$ cat config.mk
export PLATFORM = sky130hd
export DESIGN_NAME = trap_sequencer
export DESIGN_NICKNAME = d
export VERILOG_FILES = /design/src/rtl/trap_sequencer.sv
export SDC_FILE = /design/constraint.sdc
export NUM_CORES = 1
export LEC_CHECK = 0
export CAP_MARGIN = 20
export CORE_MARGIN = 2
export CORE_UTILIZATION = 43
export CTS_BUF_LIST = sky130_fd_sc_hd__clkbuf_8
export DETAILED_ROUTE_END_ITERATION = 16
export PLACE_DENSITY = 0.78
export SYNTH_ARGS = -nofsm -noshare
export SYNTH_HDL_FRONTEND = slang
export SYNTH_SLANG_ARGS = --single-unit
$ cat constraint.sdc
create_clock -name clk -period 2.2 [get_ports clk]
set_clock_uncertainty 0.1 [all_clocks]
set_input_delay 0.33 -clock clk [delete_from_list [all_inputs] [get_ports clk]]
set_output_delay 0.33 -clock clk [all_outputs]
set_load 0.05 [all_outputs]
$ cat src/rtl/trap_sequencer.sv
// Machine-mode trap controller: arbitrates the single CSR port between core CSR ops
// and multi-cycle trap-entry / mret sequences, then redirects the PC.
module trap_sequencer #(
    parameter int XLEN = 32
) (
    input  logic            clk,
    input  logic            rst,
    input  logic            core_req,
    input  logic            core_we,
    input  logic [11:0]     core_addr,
    input  logic [XLEN-1:0] core_wdata,
    output logic            core_gnt,
    output logic [XLEN-1:0] core_rdata,
    input  logic            exc_illegal,
    input  logic            exc_break,
    input  logic            exc_ecall,
    input  logic [XLEN-1:0] exc_tval,
    input  logic            irq_mei,
    input  logic            irq_msi,
    input  logic            irq_mti,
    input  logic            mstatus_mie,
    input  logic [2:0]      mie_bits,
    input  logic            is_mret,
    input  logic [XLEN-1:0] pc_now,
    output logic            csr_w,
    output logic [11:0]     csr_addr,
    output logic [XLEN-1:0] csr_din,
    input  logic [XLEN-1:0] csr_dout,
    output logic            stall,
    output logic            trap_pc,
    output logic [XLEN-1:0] pc_trap
);

    localparam logic [11:0] A_MSTATUS = 12'h300;
    localparam logic [11:0] A_MTVEC   = 12'h305;
    localparam logic [11:0] A_MEPC    = 12'h341;
    localparam logic [11:0] A_MCAUSE  = 12'h342;
    localparam logic [11:0] A_MTVAL   = 12'h343;

    typedef enum logic [3:0] {
        IDLE, RD_MSTATUS, WR_MEPC, WR_MCAUSE, WR_MTVAL, WR_MSTATUS, RD_MTVEC,
        REDIRECT, RET_RD_MSTATUS, RET_WR_MSTATUS, RET_RD_MEPC
    } state_t;

    state_t          state;
    logic [XLEN-1:0] cap_pc;
    logic [3:0]      cap_cause;
    logic            cap_intr;
    logic [XLEN-1:0] cap_tval;
    logic [XLEN-1:0] old_mstatus;
    logic            stall_q;
    logic            seq_w;
    logic [11:0]     seq_addr;
    logic [XLEN-1:0] seq_din;

    logic            exc_any;
    logic [2:0]      irq_vec;
    logic            irq_take;
    logic            trap_evt;
    logic            idle_evt;
    logic [3:0]      cause_sel;
    logic [XLEN-1:0] tval_sel;
    logic [XLEN-1:0] mtvec_base;
    logic [XLEN-1:0] vec_target;

    function automatic logic [XLEN-1:0] trap_mstatus(input logic [XLEN-1:0] s);
        logic [XLEN-1:0] r;
        r         = s;
        r[7]      = s[3];
        r[3]      = 1'b0;
        r[12:11]  = 2'b11;
        return r;
    endfunction

    function automatic logic [XLEN-1:0] ret_mstatus(input logic [XLEN-1:0] s);
        logic [XLEN-1:0] r;
        r         = s;
        r[3]      = s[7];
        r[7]      = 1'b1;
        r[12:11]  = 2'b11;
        return r;
    endfunction

    assign exc_any  = exc_illegal | exc_break | exc_ecall;
    assign irq_vec  = {irq_mei, irq_msi, irq_mti} & mie_bits;
    assign irq_take = !exc_any && mstatus_mie && (|irq_vec);
    assign trap_evt = exc_any | irq_take;
    assign idle_evt = (state == IDLE) && (trap_evt || is_mret) && !rst;

    always_comb begin
        cause_sel = 4'd7;
        if (exc_illegal)     cause_sel = 4'd2;
        else if (exc_break)  cause_sel = 4'd3;
        else if (exc_ecall)  cause_sel = 4'd11;
        else if (irq_vec[2]) cause_sel = 4'd11;
        else if (irq_vec[1]) cause_sel = 4'd3;
    end

    assign tval_sel   = exc_illegal ? exc_tval : '0;
    assign mtvec_base = csr_dout & ~XLEN'(3);
    assign vec_target = (csr_dout[1:0] == 2'b01 && cap_intr)
                      ? mtvec_base + {{(XLEN-6){1'b0}}, cap_cause, 2'b00}
                      : mtvec_base;

    // Core owns the CSR port only in an idle cycle with no pending event.
    assign core_gnt   = core_req && (state == IDLE) && !idle_evt && !rst;
    assign core_rdata = csr_dout;
    assign csr_w      = core_gnt ? core_we    : seq_w;
    assign csr_addr   = core_gnt ? core_addr  : seq_addr;
    assign csr_din    = core_gnt ? core_wdata : seq_din;
    assign stall      = stall_q | idle_evt;

    always_ff @(posedge clk) begin
        if (rst) begin
            state       <= IDLE;
            cap_pc      <= '0;
            cap_cause   <= '0;
            cap_intr    <= 1'b0;
            cap_tval    <= '0;
            old_mstatus <= '0;
            stall_q     <= 1'b0;
            seq_w       <= 1'b0;
            seq_addr    <= '0;
            seq_din     <= '0;
            trap_pc     <= 1'b0;
            pc_trap     <= '0;
        end else begin
            case (state)
                IDLE: begin
                    seq_w    <= 1'b0;
                    seq_addr <= '0;
                    seq_din  <= '0;
                    trap_pc  <= 1'b0;
                    if (trap_evt) begin
                        cap_pc    <= pc_now & ~XLEN'(1);
                        cap_cause <= cause_sel;
                        cap_intr  <= !exc_any;
                        cap_tval  <= tval_sel;
                        seq_addr  <= A_MSTATUS;
                        stall_q   <= 1'b1;
                        state     <= RD_MSTATUS;
                    end else if (is_mret) begin
                        seq_addr  <= A_MSTATUS;
                        stall_q   <= 1'b1;
                        state     <= RET_RD_MSTATUS;
                    end
                end
                RD_MSTATUS: begin
                    old_mstatus <= csr_dout;
                    seq_w       <= 1'b1;
                    seq_addr    <= A_MEPC;
                    seq_din     <= cap_pc;
                    state       <= WR_MEPC;
                end
                WR_MEPC: begin
                    seq_addr <= A_MCAUSE;
                    seq_din  <= {cap_intr, {(XLEN-5){1'b0}}, cap_cause};
                    state    <= WR_MCAUSE;
                end
                WR_MCAUSE: begin
                    seq_addr <= A_MTVAL;
                    seq_din  <= cap_tval;
                    state    <= WR_MTVAL;
                end
                WR_MTVAL: begin
                    seq_addr <= A_MSTATUS;
                    seq_din  <= trap_mstatus(old_mstatus);
                    state    <= WR_MSTATUS;
                end
                WR_MSTATUS: begin
                    seq_w    <= 1'b0;
                    seq_addr <= A_MTVEC;
                    seq_din  <= '0;
                    state    <= RD_MTVEC;
                end
                RD_MTVEC: begin
                    seq_addr <= '0;
                    pc_trap  <= vec_target;
                    trap_pc  <= 1'b1;
                    state    <= REDIRECT;
                end
                REDIRECT: begin
                    trap_pc <= 1'b0;
                    stall_q <= 1'b0;
                    state   <= IDLE;
                end
                RET_RD_MSTATUS: begin
                    seq_w   <= 1'b1;
                    seq_din <= ret_mstatus(csr_dout);
                    state   <= RET_WR_MSTATUS;
                end
                RET_WR_MSTATUS: begin
                    seq_w    <= 1'b0;
                    seq_addr <= A_MEPC;
                    seq_din  <= '0;
                    state    <= RET_RD_MEPC;
                end
                RET_RD_MEPC: begin
                    seq_addr <= '0;
                    pc_trap  <= csr_dout;
                    trap_pc  <= 1'b1;
                    state    <= REDIRECT;
                end
                default: begin
                    stall_q <= 1'b0;
                    state   <= IDLE;
                end
            endcase
        end
    end

endmodule

==> results of run 1 <==
-- power by group through the flow --
stage / registers [mW] / clock network (mW) / logic (mW)
after floorplan: 3.54 / 0 / 1.06
after global placement: 3.52 / 0 / 1.99
after detailed placement: 3.53 / 0 / 2.03
after CTS: 3.46 / 2.38 / 2.09
after global routing: 3.49 / 2.50 / 2.34
final: 3.47 / 2.35 / 2.21
-- state kept, by name, summed over array words and instances (netlist names) --
register,cells
cap_tval,32
pc_trap,32
seq_din,32
cap_pc,31
old_mstatus,29
seq_addr,5
cap_cause,4
state,4
cap_intr,1
seq_w,1
stall_q,1
trap_pc,1
-- cells in the mapped netlist (all sizes together), types with 5 or more instances --
cell type and number:
xnor2 8, a21oi 122, a211oi 16, nor2 51, and3 6, nand4 16
a22oi 56, a31oi 28, inv 6, buf 54, dfxtp 173, a222oi 6
or3 10, xor2 9, mux2 39, nand2 211, nor2b 5, a311oi 11
nor3 14, nand3 43, clkbuf 59, and2 7, o21ai 22
-- final timing paths --
check | end | slack (ns) | depth (start not counted)
worst max-delay path | csr_din[21] | -0.54 | 8
worst min register to register | cap_tval[6] | 0.36 | 2
worst max register to register | pc_trap[22] | -0.14 | 7
worst min-delay path | cap_cause[2] | 0.19 | 4
-- timing repair --
item,CTS,global route
hold buffers,0,0
resized for setup,49,66
gates cloned,2,2
pin swaps,14,13
endpoints found under the setup margin,54,60
setup buffers,14,8
-- per-layer routing --
layer	track usage (%)	wire length, um	vias up
met3	5.77	2720	74
met4	9.12	1080	2
met5	0	16	-
met1	37.8	12600	4361
li1	-	-	4213
met2	46.8	15100	474
-- through the flow --
step	hold WS (ns)	TNS, ns	cells	utilization, %	setup WS (ns)
2_1_floorplan	0.332	-4.61	1025	-	-0.155
3_3_place_gp	0.339	-34.11	1538	63.9	-0.642
3_5_place_dp	0.345	-36.59	1538	63.9	-0.654
4_1_cts	0.126	-26.40	1586	67.8	-0.639
5_1_grt	0.194	-24.94	1594	69.6	-0.586
6_report	0.190	-22.66	1594	69.6	-0.540
-- worst max-delay path: stages --
cell	delay [ns]
clkdlybuf4s50_1	0.48
nor3_2	0.26
o21ai_2	0.13
nor3_4	0.22
buf_6	0.22
buf_12	0.17
mux2_4	0.32
buf_8	0.15
-- cell usage in the layout, fill, tap and decap left out, types with 28 or more instances in the layout --
master,synthesis,final
nand2_1,211,210
clkdlybuf4s50_1,0,179
dfxtp_1,173,170
a21oi_1,122,121
buf_4,35,99
a22oi_1,56,56
buf_12,0,51
nor2_1,51,48
buf_6,1,43
nand3_1,43,42
mux2_4,0,38
a31oi_1,28,28
-- logic make-up after synthesis --
logic type / Yosys count / synth area share [%]
flops: 173 / 41.7
xor+xnor: 17 / 1.79
compound gates: 284 / 21.5
buf+inv: 119 / 7.27
mux: 42 / 5.65
fa+ha+maj: 5 / 0.844
simple gates: 385 / 21.2
-- cell type report --
class | instances | area (um^2)
multi-input combinational | 733 | 4560
inverter | 6 | 22.5
timing repair buffer | 390 | 4310
clock buffer | 18 | 248
sequential | 173 | 3470
fill | 1398 | 5730
tap | 260 | 325
clock inverter | 14 | 169
==> flow_summary.json, run 1 <==
{
  "run_status": "finished, violations left",
  "violations": "setup timing",
  "p_int_mw": 5.48,
  "slew_headroom_pct": 54.5,
  "placed_area_um2": 12000,
  "start_util_pct": 44.1,
  "std_cell_rows": 50,
  "avgSynthCellArea_um2": 8.10,
  "finalMaxSlewViolations": 0,
  "grt_usage_pct": 28.6,
  "pin_count": 267,
  "final.min_clock_period_ns": 2.74,
  "grt_setup_unrepaired": "yes",
  "synth_nets": 1185,
  "comb_power_share_pct": 27.5,
  "grt_max_degree": 142,
  "yosysSeqAreaShare_pct": 41.7,
  "clockBufferDepth": 2,
  "clk_pin_slew_worst_paths_ns": 0.09,
  "post-route-period-util_pct": 125,
  "synth_edf_count": 0,
  "crit_path_start": "exc_break",
  "syn_inst": 1025,
  "drive_gt1_share_pct": 24.1,
  "syn2layout_area_growth_pct": 57.9,
  "start_kind": "input port",
  "finalHoldViolCount": 0,
  "die-area_um2": 20400,
  "vdd_drop_max_uv": 377,
  "first_pass_iters": 5,
  "syn_area_um2": 8300,
  "ys_warn_count": 0,
  "fin_nets": 1481,
  "routedWlPerCell_um": 19.7,
  "min_from": "irq_msi",
  "drc": 0,
  "setup_slack_ns": -0.540,
  "synth_top_area_cell": "dfxtp_1",
  "fmax_ghz": 0.365,
  "antennaDiodeCount": 0,
  "tritoncts": "yes",
  "cp_data_arrival_time_ns": 2.31,
  "final_area_um2": 13100,
  "grt_pass1_wl_um": 45300,
  "antenna_found_initial": 1,
  "via_per_inst": 5.72,
  "grt-ovfl-total": 0,
  "ys_seq_elements": 173,
  "die_x_um": 143,
  "finalWirelength_um": 31500,
  "ant_nets": 0,
  "ys_types": 58,
  "critPathCaptureType": "primary output",
  "synth_top_area_share_pct": 41.7,
  "required_ns": 1.77,
  "leakagePower_nw": 4.91,
  "core_area_um2": 18800,
  "dr_total_vias": 9124,
  "cap_violations": 0,
  "pwr-share-seq_pct": 43.2,
  "tightestPinTransition_ns": 0.682,
  "grt_pass1_vias": 8203,
  "root_buffer": "clkbuf_8",
  "path_max_fanout": 6,
  "insertion_delay_ns": 0.47,
  "cts.sinks": 173,
  "setup_viol": 52,
  "reg2reg_from": "state[0]",
  "switchingPower_mw": 2.54,
  "gp_congestion": 0.885,
  "netlist_top_cells_area": "dfxtp_1, nand2_1, a21oi_1, mux2_2, a22oi_1",
  "ys.flop_type": "dfxtp_1",
  "fin_total_pwr_mw": 8.03,
  "hpwl_um": 21200,
  "numCtsBuffers": 17,
  "synthArstFlopShare_pct": 0,
  "htreeDepth": 4,
  "p_clk_share_pct": 29.3,
  "powerDensity_nw_per_um2": 613,
  "p_sw_share_pct": 31.7,
  "io_buffer_count": 265,
  "path_class": "input port to primary output",
  "fp.dieH_um": 143,
  "worstHoldPathType": "input port to flip-flop",
  "drt_first_iter_violations": 780
}
Power figures use the tool's default switching activity.
==> inputs of run 2 (changes only) <==
Settings changed: GPL_ROUTABILITY_DRIVEN from default to 0, GPL_TIMING_DRIVEN from default to 0.
==> flow_summary.json, run 2 (same netlist as run 1, synthesis figures left out) <==
{
  "clk_pin_slew_worst_paths_ns": 0.10,
  "worstHoldPathType": "input port to flip-flop",
  "grt_setup_unrepaired": "yes",
  "routedWlPerCell_um": 20.9,
  "placedCellCount": 1548,
  "cts.sinks": 173,
  "cts_hold_buffers": 0,
  "finalWirelength_um": 34200,
  "clockBufferDepth": 2,
  "std_cell_rows": 50,
  "die_x_um": 143,
  "tightestPinTransition_ns": 0.765,
  "powerDensity_nw_per_um2": 646,
  "grt_max_degree": 17,
  "final.min_clock_period_ns": 2.84,
  "grt_usage_pct": 31.4,
  "drive_gt1_share_pct": 24.9,
  "cap_violations": 0,
  "grt-ovfl-total": 0,
  "syn2layout_area_growth_pct": 59.2,
  "htreeDepth": 4,
  "setup_viol": 163,
  "path_class": "flip-flop to primary output",
  "leakagePower_nw": 4.99,
  "fin_cells": 1633,
  "ant_nets": 0,
  "antennaDiodeCount": 0,
  "most-common-layout-cells": "nand2_1, clkdlybuf4s50_1, dfxtp_1",
  "fmax_ghz": 0.352,
  "finalMaxSlewViolations": 0,
  "first_pass_iters": 11,
  "mostFrequentLayoutCell": "nand2_1",
  "fp.dieH_um": 143,
  "antenna_found_initial": 0,
  "start_kind": "flip-flop",
  "dr_total_vias": 9639,
  "via_per_inst": 5.90,
  "critPathCaptureType": "primary output",
  "core_area_um2": 18800,
  "vdd_drop_max_uv": 491,
  "slew_headroom_pct": 49.0,
  "numCtsBuffers": 17,
  "drt_first_iter_violations": 1113,
  "grt_pass1_wl_um": 49000,
  "finalHoldViolCount": 0,
  "pre_cts_ws_ns": -1.64,
  "hpwl_um": 23300,
  "post-route-period-util_pct": 129,
  "grt_pass1_vias": 9055,
  "io_buffer_count": 263,
  "cp_data_arrival_time_ns": 2.41,
  "start_util_pct": 44.1,
  "run_status": "finished, violations left",
  "finalCoreUtilization_pct": 70.2,
  "die-area_um2": 20400,
  "reg_top3": "cap_tval x32, pc_trap x32, seq_din x32",
  "pin_count": 267,
  "path_max_fanout": 10,
  "tritoncts": "yes",
  "fin_nets": 1520,
  "drc": 0,
  "root_buffer": "clkbuf_8",
  "insertion_delay_ns": 0.49,
  "violations": "setup timing",
  "setup_slack_ns": -0.644,
  "required_ns": 1.77
}
run 2: cell types whose count changed in the layout (fill, tap and decap cells not counted), moves of 14 or more:
cell / previous run / this run
nand2_1: 210 / 191
nand2_2: 1 / 17
clkbuf_1: 0 / 29
a21oi_1: 121 / 106
buf_8: 10 / 31
a21oi_2: 1 / 15
dlygate4sd2_1: 1 / 34
buf_4: 99 / 67
buf_12: 51 / 10
run 2: per-stage QoR:
| step | area, um^2 | TNS (ns) | hold slack, ns | power, mW |
|---|---|---|---|---|
| 2_1_floorplan | 8480 | -4.61 | 0.332 | 4.60 |
| 3_3_place_gp | 11400 | -119.41 | 0.341 | 5.39 |
| 3_5_place_dp | 11400 | -125.92 | 0.346 | 5.43 |
| 4_1_cts | 12800 | -29.21 | 0.175 | 8.31 |
| 5_1_grt | 13200 | -45.69 | 0.203 | 8.77 |
| 6_report | 13200 | -34.19 | 0.190 | 8.54 |
run 2: worst max-delay path, cell delays in order (launching register included):
cell and delay [ns]:
dfxtp_2 0.35, or2_4 0.28, nor2_4 0.09, nand4_1 0.16, nor3_4 0.20, buf_6 0.19
buf_12 0.17, mux2_4 0.33, buf_6 0.16
run 2: timing repair:
action | CTS | global route
resized for setup | 505 | 133
setup buffers | 37 | 15
pin swaps | 20 | 43
cloned | 4 | 1
setup endpoints to repair | 233 | 208
run 2: final timing paths:
path              slack [ns]    startpoint  depth (start not counted)               to
setup / recovery       -0.64      state[2]                          8      csr_din[12]
hold / removal          0.19  csr_dout[18]                          3  old_mstatus[18]
setup reg to reg       -0.19      state[2]                         13     cap_tval[11]
hold reg to reg         0.36    pc_trap[4]                          2       pc_trap[4]
run 2: cell type report:
type | instances | area [um^2]
clock inverters | 13 | 188
flip-flops and latches | 173 | 3470
repair buffers | 318 | 3350
plain buffers | 111 | 857
inverters | 6 | 22.5
fillers | 1370 | 5620
well taps | 260 | 325
multi-input cells | 733 | 4740
clock buffers | 19 | 262
run 2: layer usage:
layer	share of wire (%)	up-vias	global-route usage [%]
li1	-	4299	-
met1	37	4560	38.4
met2	48	631	52.2
met3	11	149	7.24
met4	4.5	0	15.1
met5	0	-	0
run 2: power breakdown:
part	total (mW)	internal [mW]	switching, mW
clock	2.55	1.30	1.24
combinational	2.51	1.14	1.37
sequential	3.48	3.34	0.147
total	8.54	5.78	2.76
